## src/rtl/lap_timer_pkg.sv

```systemverilog
// Shared definitions for the lap timer: FSM state encoding and seconds limit.
package lap_timer_pkg;

  // State encoding doubles as the externally visible status code.
  typedef enum logic [1:0] {
    IDLE    = 2'b00,
    RUNNING = 2'b01,
    PAUSED  = 2'b10,
    EXPIRED = 2'b11
  } state_t;

  localparam int SEC_MAX = 59;

endpackage

```

## src/rtl/tick_prescaler.sv

```systemverilog
// Divides the clock down to one count step every TICK_DIV cycles while running.
module tick_prescaler #(
  parameter int TICK_DIV = 1
) (
  input  logic clk,
  input  logic rst_n,
  input  logic run,
  input  logic clear,
  output logic tick
);

  localparam int CW = (TICK_DIV > 1) ? $clog2(TICK_DIV) : 1;
  localparam logic [CW-1:0] LAST = CW'(TICK_DIV - 1);

  logic [CW-1:0] count;

  assign tick = run && (count == LAST);

  // Phase counter: cleared on request, advances only while running, otherwise holds.
  always_ff @(posedge clk or negedge rst_n) begin
    if (!rst_n) begin
      count <= '0;
    end else if (clear) begin
      count <= '0;
    end else if (run) begin
      count <= tick ? '0 : count + 1'b1;
    end
  end

endmodule

```

## src/rtl/lap_timer.sv

```systemverilog
// Stopwatch / countdown timer with pause, preload and lap capture.
module lap_timer
  import lap_timer_pkg::*;
#(
  parameter int TICK_DIV = 1,
  parameter int MIN_W    = 6,
  parameter int MIN_MAX  = 59
) (
  input  logic             clk,
  input  logic             rst_n,
  input  logic             start,
  input  logic             stop,
  input  logic             reset,
  input  logic             lap,
  input  logic             mode,
  input  logic             load,
  input  logic [MIN_W-1:0] load_min,
  input  logic [5:0]       load_sec,
  output logic [MIN_W-1:0] minutes,
  output logic [5:0]       seconds,
  output logic [MIN_W-1:0] lap_min,
  output logic [5:0]       lap_sec,
  output logic             lap_valid,
  output logic [1:0]       status,
  output logic             done
);

  state_t           state, next_state;
  logic             mode_q;
  logic             tick, run, clear;
  logic [MIN_W-1:0] load_min_sat;
  logic [5:0]       load_sec_sat;
  logic             eff_zero, start_ok, expire;

  assign load_min_sat = (load_min > MIN_W'(MIN_MAX)) ? MIN_W'(MIN_MAX) : load_min;
  assign load_sec_sat = (load_sec > 6'(SEC_MAX)) ? 6'(SEC_MAX) : load_sec;

  // The zero-count start guard looks at the count as it will be after a same-cycle
  // load, and at the direction that is being latched for the run.
  assign eff_zero = load ? (load_min_sat == '0 && load_sec_sat == '0)
                         : (minutes == '0 && seconds == '0);
  assign start_ok = !(mode && eff_zero);

  // A stop in the same cycle as a tick swallows the tick and freezes the prescaler.
  assign run    = (state == RUNNING) && !stop && !reset;
  assign clear  = reset || (state == IDLE) || (state == EXPIRED);
  assign expire = tick && mode_q && (minutes == '0) && (seconds == 6'd1);
  assign status = state;

  tick_prescaler #(.TICK_DIV(TICK_DIV)) u_prescaler (
    .clk   (clk),
    .rst_n (rst_n),
    .run   (run),
    .clear (clear),
    .tick  (tick)
  );

  // State register.
  always_ff @(posedge clk or negedge rst_n) begin
    if (!rst_n) state <= IDLE;
    else        state <= next_state;
  end

  // Next-state logic with reset > stop > start priority.
  always_comb begin
    next_state = state;
    if (reset) begin
      next_state = IDLE;
    end else begin
      case (state)
        IDLE:    if (!stop && start && start_ok) next_state = RUNNING;
        RUNNING: if (stop) next_state = PAUSED;
                 else if (expire) next_state = EXPIRED;
        PAUSED:  if (!stop && start) next_state = RUNNING;
        EXPIRED: next_state = EXPIRED;
        default: next_state = IDLE;
      endcase
    end
  end

  // Direction is tracked while idle and frozen for the rest of the run.
  always_ff @(posedge clk or negedge rst_n) begin
    if (!rst_n)             mode_q <= 1'b0;
    else if (state == IDLE) mode_q <= mode;
  end

  // Live count: clear, preload while idle, or step up/down on each tick.
  always_ff @(posedge clk or negedge rst_n) begin
    if (!rst_n) begin
      minutes <= '0;
      seconds <= '0;
    end else if (reset) begin
      minutes <= '0;
      seconds <= '0;
    end else if (state == IDLE && load) begin
      minutes <= load_min_sat;
      seconds <= load_sec_sat;
    end else if (tick) begin
      if (mode_q) begin
        if (seconds == '0) begin
          seconds <= 6'(SEC_MAX);
          minutes <= minutes - 1'b1;
        end else begin
          seconds <= seconds - 1'b1;
        end
      end else begin
        if (seconds == 6'(SEC_MAX)) begin
          seconds <= '0;
          minutes <= (minutes == MIN_W'(MIN_MAX)) ? '0 : minutes + 1'b1;
        end else begin
          seconds <= seconds + 1'b1;
        end
      end
    end
  end

  // Lap capture of the pre-tick count while running, with a one-cycle valid pulse.
  always_ff @(posedge clk or negedge rst_n) begin
    if (!rst_n) begin
      lap_min   <= '0;
      lap_sec   <= '0;
      lap_valid <= 1'b0;
    end else begin
      lap_valid <= 1'b0;
      if (reset) begin
        lap_min <= '0;
        lap_sec <= '0;
      end else if (state == RUNNING && lap) begin
        lap_min   <= minutes;
        lap_sec   <= seconds;
        lap_valid <= 1'b1;
      end
    end
  end

  // Countdown completion pulse, raised on the same edge that enters EXPIRED.
  always_ff @(posedge clk or negedge rst_n) begin
    if (!rst_n) done <= 1'b0;
    else        done <= expire;
  end

endmodule

```

## config.mk

```make
export PLATFORM = sky130hd
export DESIGN_NAME = lap_timer
export DESIGN_NICKNAME = d
export VERILOG_FILES = /design/src/rtl/lap_timer_pkg.sv /design/src/rtl/tick_prescaler.sv /design/src/rtl/lap_timer.sv
export SDC_FILE = /design/constraint.sdc
export NUM_CORES = 1
export LEC_CHECK = 0
export ABC_CLOCK_PERIOD_IN_PS = 3130
export CORE_MARGIN = 1.5
export CORE_UTILIZATION = 30
export CTS_CLUSTER_DIAMETER = 100
export DETAILED_ROUTE_END_ITERATION = 8
export HOLD_SLACK_MARGIN = 0.06
export PLACE_DENSITY = 0.59
export SLEW_MARGIN = 20
export SYNTH_ARGS = -nofsm -noshare
export SYNTH_HDL_FRONTEND = slang
export SYNTH_SLANG_ARGS = --single-unit
export TNS_END_PERCENT = 20
```

## constraint.sdc

```tcl
create_clock -name clk -period 3.13 [get_ports clk]
set_clock_uncertainty 0.15 [all_clocks]
set_input_delay 0.626 -clock clk [delete_from_list [all_inputs] [get_ports clk]]
set_output_delay 0.626 -clock clk [all_outputs]
set_load 0.02 [all_outputs]
```

==> metrics.yaml, run 1 <==
critical_path:
  critPathRequiredTime_ns: 3.11
  cp-end-kind: "flip-flop"
  cp-endpoint: "minutes[1]"
  rr_endpoint: "minutes[1]"
  start_kind: "input pin"
  reg2reg_depth: 5
  crit_start: "load"
  worstSetupPathType: "input pin to flip-flop"
  crit_arrival_ns: 2.36
  r2r_slack_ns: 0.88
  crit_fanout: 10
  reg2reg_from: "seconds[0]"
synth:
  synth_edf_count: 0
  async_flop_share: 1.00
  synthFlopType: "dfrtp_1"
  syn-num-nets: 242
  synth_area_per_cell_um2: 9.18
  yosysSeqAreaShare: 0.380
  syn_area_um2: 1970
  ys_warn_count: 0
  yosysUniqueCellTypes: 52
  ys_ff_latch: 30
  synth_cells: 215
clock_tree:
  cts_root_buf: "clkbuf_8"
  clock_sinks: 30
  cts_resized: 0
  cts_tree: "built"
  cts_buffers: 5
  clk_path_buf_depth: 2
  clkTransAtPathRegs_ns: 0.07
  clk_latency_ns: 0.28
  cts_max_level: 2
  cts_hold_buf: 0
  post_cts_buffers: 0
timing:
  max_freq_mhz: 419
  slew_violations: 0
  finalHoldViolCount: 0
  period_minus_slack_ns: 2.39
  tightest_slew_ns: 0.854
  setup_violations: 0
  maxSlewHeadroom: 0.431
  final.setup.tns_ns: 0
  finalCritPeriodShare: 0.763
  rsz0062_at_grt: "no"
status:
  status: "completed"
detailed_routing:
  ant_nets: 0
  first_pass_iters: 4
  drt_drc_violations_left: 0
  wire_per_inst_um: 16.4
  drt_iter0_drc: 134
  drt-total-wl_um: 5510
  vias: 1822
  via_per_inst: 5.41
floorplanning:
  placementRows: 29
  ios: 48
  core-area_um2: 6350
  die_h_um: 84.1
  die_w_um: 84.1
  dieArea_um2: 7070
  initial_core_util: 0.311
final_layout:
  antenna_cells: 0
  final_area_um2: 2610
  nets: 286
  final_cell_mix: "47 x clkdlybuf4s50_1, 30 x dfrtp_1, 19 x nand2_1"
  area_growth_pct: 32.1
  drive_gt1_frac: 0.0731
  final_common_cell: "clkdlybuf4s50_1"
global_routing:
  use_met2: 0.252
  grt_pass1_wl_um: 9340
  gr-total-overflow: 0
  grt.met3_usage: 0.0287
  grtUsageMet1: 0.235
  antenna_found_initial: 0
  grt_usage: 0.166
  grt_max_degree: 31
  first_global_vias: 1783
  top_usage_layer: "met2"
placement:
  gp_congestion: 0.840
  placed_cell_area_um2: 2500
  port_buffers: 47
  dp_hpwl_um: 4050
hold_path:
  hold_class: "flip-flop to flip-flop"
run:
  drv_cap: 0
power:
  powerDensity_nw_per_um2: 594
  p_leak_nw: 1.07
  ir_drop_v: 0.000206
-- metrics by stage --
stage,power [W],utilization,instances,hold WS [ns],worst slack [ns]
6_report,0.00155,0.410,337,0.350,0.742
5_1_grt,0.00165,0.410,337,0.375,0.600
3_3_place_gp,0.00116,0.393,329,0.332,0.494
3_5_place_dp,0.00116,0.393,329,0.339,0.470
4_1_cts,0.00155,0.410,337,0.354,0.747
2_1_floorplan,0.000936,-,215,0.180,1.14
-- Yosys cell counts (3+ instances only) --
cell type | number | area share
buf_2 | 7 | 0.018
o41ai_1 | 3 | 0.013
xnor2_1 | 3 | 0.013
nand2_1 | 19 | 0.036
nor2b_1 | 7 | 0.022
a31oi_1 | 4 | 0.013
a211oi_1 | 4 | 0.015
dfrtp_1 | 30 | 0.38
clkbuf_1 | 4 | 0.0076
nand4_1 | 3 | 0.0095
nor4_1 | 3 | 0.0095
nand3_1 | 5 | 0.013
nand2b_1 | 6 | 0.019
a22o_1 | 16 | 0.071
xor2_1 | 4 | 0.018
ha_1 | 7 | 0.044
a21oi_1 | 9 | 0.023
a21o_1 | 3 | 0.011
o31ai_1 | 7 | 0.027
inv_1 | 6 | 0.011
nor2_1 | 13 | 0.025
nor3_1 | 8 | 0.020
o21ai_0 | 7 | 0.018
nor3b_1 | 3 | 0.011
-- how the worst min path moves through the flow --
stage	from	end	slack (ns)	depth (start not counted)
4_1_cts	lap_min[4]	lap_min[4]	0.35	1
3_3_place_gp	lap_min[3]	lap_min[3]	0.33	1
6_report	lap_sec[5]	lap_sec[5]	0.35	1
5_1_grt	lap_min[0]	lap_min[0]	0.38	1
3_5_place_dp	lap_min[4]	lap_min[4]	0.34	1
2_1_floorplan	rst_n	done	0.18	0
-- routing by layer --
metal  routed length [um]  vias to the layer above
met5                    0                        -
met1                 2600                      835
met4                   90                        0
li1                     -                      910
met2                 2510                       68
met3                  315                        9
-- cell families (layout without fill, tap and decap cells) --
group / count (synthesis) / after routing / share of synthesized area
flops: 30 / 30 / 0.380
compound gates: 66 / 66 / 0.249
buf+inv: 19 / 64 / 0.0444
fa+ha+maj: 7 / 7 / 0.0444
xor+xnor: 7 / 7 / 0.0311
simple gates: 86 / 86 / 0.251
-- critical path, cell delays in order --
cell,delay (ns)
clkdlybuf4s50_1,0.48
nor3b_2,0.20
or2_4,0.25
o32ai_2,0.59
o21ai_0,0.20
-- sequential cells by signal, indices dropped and copies added, names as in the netlist --
signal             flops
lap_min                6
u_prescaler.count      1
lap_sec                6
mode_q                 1
done                   1
lap_valid              1
minutes                6
seconds                6
status                 2
-- where the power goes --
group          internal, W  leakage [nW]  total [W]  switching [W]
logic             0.000281         0.612   0.000586       0.000305
clock network     0.000234        0.0579   0.000389       0.000155
registers         0.000437         0.403   0.000572       0.000135
-- area by class of cell --
cell class / count / area, um2
fill: 621 / 3740
clock inverter: 3 / 40.0
timing repair buffer: 50 / 493
sequential: 30 / 751
multi-input combinational: 166 / 1130
inverter: 6 / 22.5
tap: 77 / 96.3
clock buffer: 5 / 68.8
No activity file was read; power rests on OpenSTA's default activity.
==> inputs of run 2 (changes only) <==
--- a/config.mk
+++ b/config.mk
@@ -5,7 +5,7 @@
 export SDC_FILE = /design/constraint.sdc
 export NUM_CORES = 1
 export LEC_CHECK = 0
-export ABC_CLOCK_PERIOD_IN_PS = 3130
+export ABC_CLOCK_PERIOD_IN_PS = 2350
 export CORE_MARGIN = 1.5
 export CORE_UTILIZATION = 30
 export CTS_CLUSTER_DIAMETER = 100
==> constraint.sdc (replaced) <==
create_clock -name clk -period 2.35 [get_ports clk]
set_clock_uncertainty 0.15 [all_clocks]
set_input_delay 0.47 -clock clk [delete_from_list [all_inputs] [get_ports clk]]
set_output_delay 0.47 -clock clk [all_outputs]
set_load 0.02 [all_outputs]
==> metrics.yaml, run 2 (synthesized netlist as in run 1, its figures left out) <==
status:
  status: "completed"
clock_tree:
  cts_buffers: 5  # unchanged
  post_cts_buffers: 0  # unchanged
  cts_tree: "built"
  clk_path_buf_depth: 2  # unchanged
  cts_resized: 0  # unchanged
  clk_latency_ns: 0.28  # about the same
  cts_root_buf: "clkbuf_8"
  cts_hold_buf: 0  # unchanged
  clock_sinks: 30  # unchanged
  cts_max_level: 2  # unchanged
  clkTransAtPathRegs_ns: 0.07  # about the same
critical_path:
  start_kind: "flip-flop"
  cp-end-kind: "primary output"
  cpPeakStageDelay_ns: 0.68  # +0.09 ns
  cp_cell_sequence: "clkdlybuf4s50_1"
  reg2reg_depth: 6  # +1
  critPathRequiredTime_ns: 1.73  # -1.38 ns
  worstSetupPathType: "flip-flop to primary output"
  crit_slowest_cell: "clkdlybuf4s50_1"
  crit_arrival_ns: 1.52  # -0.84 ns
  rr_endpoint: "minutes[1]"
  crit_fanout: 10  # unchanged
  critPathBufInv: 1  # unchanged
  crit_family: "buffers and inverters"
  reg2reg_from: "seconds[1]"
  r2r_slack_ns: 0.29  # -0.59 ns
power:
  p_comb_frac: 0.438  # +0.059
  powerDensity_nw_per_um2: 758  # +28%
  clkPwrFrac: 0.217  # -0.035
  p_leak_nw: 1.13  # +5.0%
  p_int_w: 0.00124  # +30%
  switching_share: 0.394  # +0.00921
  fin_total_pwr_w: 0.00204  # +32%
  ir_drop_v: 0.000308  # +50%
  seq_power_share: 0.346  # -0.024
  switching_power_w: 0.000804  # +35%
timing:
  tightest_slew_ns: 0.861  # +0.00732 ns
  finalCritPeriodShare: 0.910
  setup_violations: 0  # unchanged
  maxSlewHeadroom: 0.426  # -0.00488
  period_minus_slack_ns: 2.14
  finalHoldViolCount: 0  # unchanged
  max_freq_mhz: 468
  rsz0062_at_grt: "no"
  slew_violations: 0  # unchanged
floorplanning:
  die_w_um: 84.1  # unchanged
  ios: 48  # unchanged
  core-area_um2: 6350  # unchanged
  dieArea_um2: 7070  # unchanged
  initial_core_util: 0.311  # unchanged
  placementRows: 29  # unchanged
  die_h_um: 84.1  # unchanged
final_layout:
  final_cell_mix: "47 x clkdlybuf4s50_1, 30 x dfrtp_1, 19 x nand2_1"
  area_growth_pct: 36.3
  final_area_um2: 2690  # +3.2%
  drive_gt1_frac: 0.117  # +0.0441
  nets: 299  # +4.5%
  final_common_cell: "clkdlybuf4s50_1"
  antenna_cells: 0  # unchanged
global_routing:
  grt_max_degree: 31  # unchanged
  antenna_found_initial: 0  # unchanged
  grt_pass1_wl_um: 9400  # +0.66%
  first_global_vias: 1843  # +3.4%
  gr-total-overflow: 0  # unchanged
  grt_usage: 0.167  # +0.00110
hold_path:
  hold_path_end: "lap_min[4]"
  holdPathStages: 1  # unchanged
  hold_class: "flip-flop to flip-flop"
  holdCritStartpoint: "lap_min[4]"
placement:
  placed_cell_area_um2: 2590  # +3.9%
  dp_hpwl_um: 4300  # +6.2%
  gp_congestion: 0.825  # -1.9%
  port_buffers: 47  # unchanged
detailed_routing:
  via_per_inst: 5.51  # +1.9%
  ant_nets: 0  # unchanged
  vias: 1929  # +5.9%
  drt_drc_violations_left: 0  # unchanged
  first_pass_iters: 4  # unchanged
  drt_iter0_drc: 91  # -32%
  drt-total-wl_um: 5590  # +1.5%
  wire_per_inst_um: 16.0  # -2.3%
run:
  drv_cap: 0  # unchanged
## run 2: changes by cell type in the layout (fill, tap and decap cells not counted)
cell / previous run / this run
clkinv_2: 2 / 1
clkinvlp_4: 0 / 1
buf_4: 3 / 16
clkbuf_8: 5 / 6
bufinv_16: 1 / 0
## run 2: power groups by stage
stage                     clock [W]  combinational [W]  sequential, W
after global placement            0           0.000885       0.000717
final                      0.000442           0.000893       0.000705
after CTS                  0.000454           0.000894       0.000706
after global routing       0.000480           0.000985       0.000720
after floorplan                   0           0.000504       0.000742
after detailed placement          0           0.000892       0.000715
## run 2: area by class of cell
class	instances	area (um2)
fill	620	3660
sequential	30	751
clock buffer	6	82.6
tap	77	96.3
clock inverter	2	12.5
multi-input combinational	166	1130
inverter	6	22.5
timing repair buffer	63	591
## run 2: through the flow
step	utilization	setup slack [ns]	setup TNS, ns	hold WS (ns)	std cells
finish	0.424	0.211	0	0.347	350
global route	0.424	0.109	0	0.372	350
CTS	0.424	0.199	0	0.354	350
detailed placement	0.409	-0.00179	-0.00179	0.337	342
global placement	0.409	-0.00664	-0.00664	0.333	342
floorplan	-	0.370	0	0.0244	215
## run 2: routing by layer
metal | vias to the layer above | global-route usage | part of all wire
li1 | 923 | - | -
met1 | 936 | 0.233 | 0.48
met2 | 62 | 0.252 | 0.45
met3 | 8 | 0.0336 | 0.058
met4 | 0 | 0.0686 | 0.014
met5 | - | 0 | 0
## run 2: how the worst max path moves through the flow
stage	startpoint	to	cells past startpoint
floorplan	seconds[0]	minutes[1]	5
global placement	stop	seconds[0]	6
detailed placement	stop	seconds[0]	6
CTS	seconds[5]	seconds[5]	1
global route	seconds[1]	minutes[4]	6
finish	seconds[4]	seconds[4]	1
==> inputs of run 3 (changes only) <==
--- a/config.mk
+++ b/config.mk
@@ -6,12 +6,14 @@
 export NUM_CORES = 1
 export LEC_CHECK = 0
 export ABC_CLOCK_PERIOD_IN_PS = 2350
+export CELL_PAD_IN_SITES_DETAIL_PLACEMENT = 1
+export CELL_PAD_IN_SITES_GLOBAL_PLACEMENT = 1
 export CORE_MARGIN = 1.5
 export CORE_UTILIZATION = 30
 export CTS_CLUSTER_DIAMETER = 100
 export DETAILED_ROUTE_END_ITERATION = 8
 export HOLD_SLACK_MARGIN = 0.06
-export PLACE_DENSITY = 0.59
+export PLACE_DENSITY = 0.73
 export SLEW_MARGIN = 20
 export SYNTH_ARGS = -nofsm -noshare
 export SYNTH_HDL_FRONTEND = slang
==> constraint.sdc (replaced) <==
create_clock -name clk -period 2.35 [get_ports clk]
set_clock_uncertainty 0.15 [all_clocks]
set_input_delay 0.47 -clock clk [delete_from_list [all_inputs] [get_ports clk]]
set_output_delay 0.47 -clock clk [all_outputs]
set_load 0.1 [all_outputs]
==> metrics.yaml, run 3 (synthesized netlist as in run 1, its figures left out) <==
final_layout:
  final_cell_mix: "39 x buf_4, 21 x dfrtp_1, 19 x nand2_1, 19 x clkdlybuf4s50_1, 16 x a22o_1"
  n_fill_cell: 749  # +21%
  final_common_cell: "buf_4"
  antenna_cells: 0  # unchanged
  final_area_um2: 2620  # -2.7%
  nets: 296  # -1.0%
  area_growth_pct: 32.7
  drive_gt1_frac: 0.242  # +0.124
  finalNonFillerCells: 346  # -1.1%
  final_core_util: 0.412  # -0.0114
timing:
  slew_violations: 0  # unchanged
  rsz0062_at_grt: "no"
  final.setup.tns_ns: 0  # unchanged
  finalHoldViolCount: 0  # unchanged
  max_freq_mhz: 466  # -0.37%
  fin_ws_ns: 0.204  # -0.00794 ns
  period_minus_slack_ns: 2.15  # +0.00793 ns
  tightest_slew_ns: 0.862  # +0.000947 ns
  setup_violations: 0  # unchanged
  finalCritPeriodShare: 0.913  # +0.00338
  maxSlewHeadroom: 0.425  # -0.000632
critical_path:
  critPathRequiredTime_ns: 2.38  # +0.65 ns
  start_kind: "flip-flop"
  crit_arrival_ns: 2.17  # +0.65 ns
  reg2reg_depth: 7  # +1
  reg2reg_from: "seconds[0]"
  crit_fanout: 8  # -2
  r2r_slack_ns: 0.20  # -0.09 ns
  cp-end-kind: "flip-flop"
  worstSetupPathType: "flip-flop to flip-flop"
  rr_endpoint: "minutes[0]"
placement:
  pre_cts_slack_ns: -0.0540  # -0.0522 ns
  port_buffers: 47  # unchanged
  gp_congestion: 0.837  # +1.5%
  dp_hpwl_um: 4710  # +9.4%
  dp.cells: 339  # -0.88%
  placed_cell_area_um2: 2540  # -2.2%
clock_tree:
  cts_hold_buf: 0  # unchanged
  cts_root_buf: "clkbuf_8"
  clk_latency_ns: 0.28  # about the same
  clk_path_buf_depth: 2  # unchanged
  clkTransAtPathRegs_ns: 0.07  # about the same
  post_cts_buffers: 0  # unchanged
  cts_max_level: 2  # unchanged
  cts_tree: "built"
  clock_sinks: 30  # unchanged
  cts_buffers: 5  # unchanged
  cts_resized: 0  # unchanged
floorplanning:
  die_h_um: 84.1  # unchanged
  placementRows: 29  # unchanged
  ios: 48  # unchanged
  initial_core_util: 0.311  # unchanged
  dieArea_um2: 7070  # unchanged
  core-area_um2: 6350  # unchanged
  die_w_um: 84.1  # unchanged
global_routing:
  gr-total-overflow: 0  # unchanged
  grt_max_degree: 31  # unchanged
  grt_pass1_wl_um: 10200  # +8.3%
  grt_usage: 0.180  # +0.0131
  antenna_found_initial: 0  # unchanged
  first_global_vias: 1943  # +5.4%
detailed_routing:
  vias: 1920  # -0.47%
  wire_per_inst_um: 17.7  # +11%
  ant_nets: 0  # unchanged
  first_pass_iters: 4  # unchanged
  drt_iter0_drc: 96  # +5.5%
  drt-total-wl_um: 6110  # +9.3%
  drt_drc_violations_left: 0  # unchanged
  via_per_inst: 5.55  # +0.68%
power:
  p_leak_nw: 1.15  # +2.3%
  ir_drop_v: 0.000393  # +28%
  powerDensity_nw_per_um2: 924  # +22%
hold_path:
  hold_class: "flip-flop to flip-flop"
  hold_path_end: "lap_sec[5]"
  holdCritStartpoint: "lap_sec[5]"
  holdPathStages: 1  # unchanged
status:
  status: "completed"
run:
  drv_cap: 0  # unchanged
run 3: cell count changes in the layout (fill, tap and decap cells not counted), sizes merged:
cell | before | now
clkdlybuf4s50 | 47 | 19
buf | 16 | 41
clkbuf | 6 | 5
clkinv | 1 | 2
clkinvlp | 1 | 0
run 3: cell type report:
type                       count  area [um2]  area share
inverter                       6        22.5     0.00860
sequential                    30         762       0.291
clock inverter                 2        10.0     0.00382
timing repair buffer          60         523       0.200
multi-input combinational    166        1130       0.434
tap                           77        96.3      0.0368
clock buffer                   5        68.8      0.0263
run 3: through the flow:
stage / total power [W] / hold slack, ns
floorplan: 0.00165 / 0.0244
global placement: 0.00202 / 0.339
detailed placement: 0.00203 / 0.340
CTS: 0.00243 / 0.358
global route: 0.00255 / 0.377
finish: 0.00242 / 0.354
run 3: per-layer routing:
layer	global-route usage	vias up	part of all wire
met1	0.249	959	0.47
met4	0.0343	0	0.0046
met3	0.0376	4	0.047
met5	0	-	0
li1	-	911	-
met2	0.295	46	0.48
run 3: report_power, final:
group          switching [W]  internal, W  total, W
sequential          0.000148     0.000590  0.000738
combinational       0.000871     0.000412   0.00128
clock               0.000200     0.000198  0.000398
total                0.00122      0.00120   0.00242
run 3: worst max-delay path: stages, from the launching register on:
cell     delay, ns
dfrtp_2       0.46
inv_1         0.11
ha_1          0.24
and3_1        0.22
o32ai_2       0.50
buf_4         0.22
nand2_1       0.05
o31ai_1       0.07
run 3: worst max path at each step:
stage          depth (start not counted)       start    endpoint  slack [ns]
2_1_floorplan                          6  seconds[2]  minutes[4]       0.003
3_3_place_gp                           7        load  minutes[5]       -0.04
3_5_place_dp                           7        load  minutes[0]       -0.05
4_1_cts                                7  seconds[0]  minutes[0]        0.20
5_1_grt                                6  seconds[0]  minutes[4]        0.05
6_report                               7  seconds[0]  minutes[0]        0.20
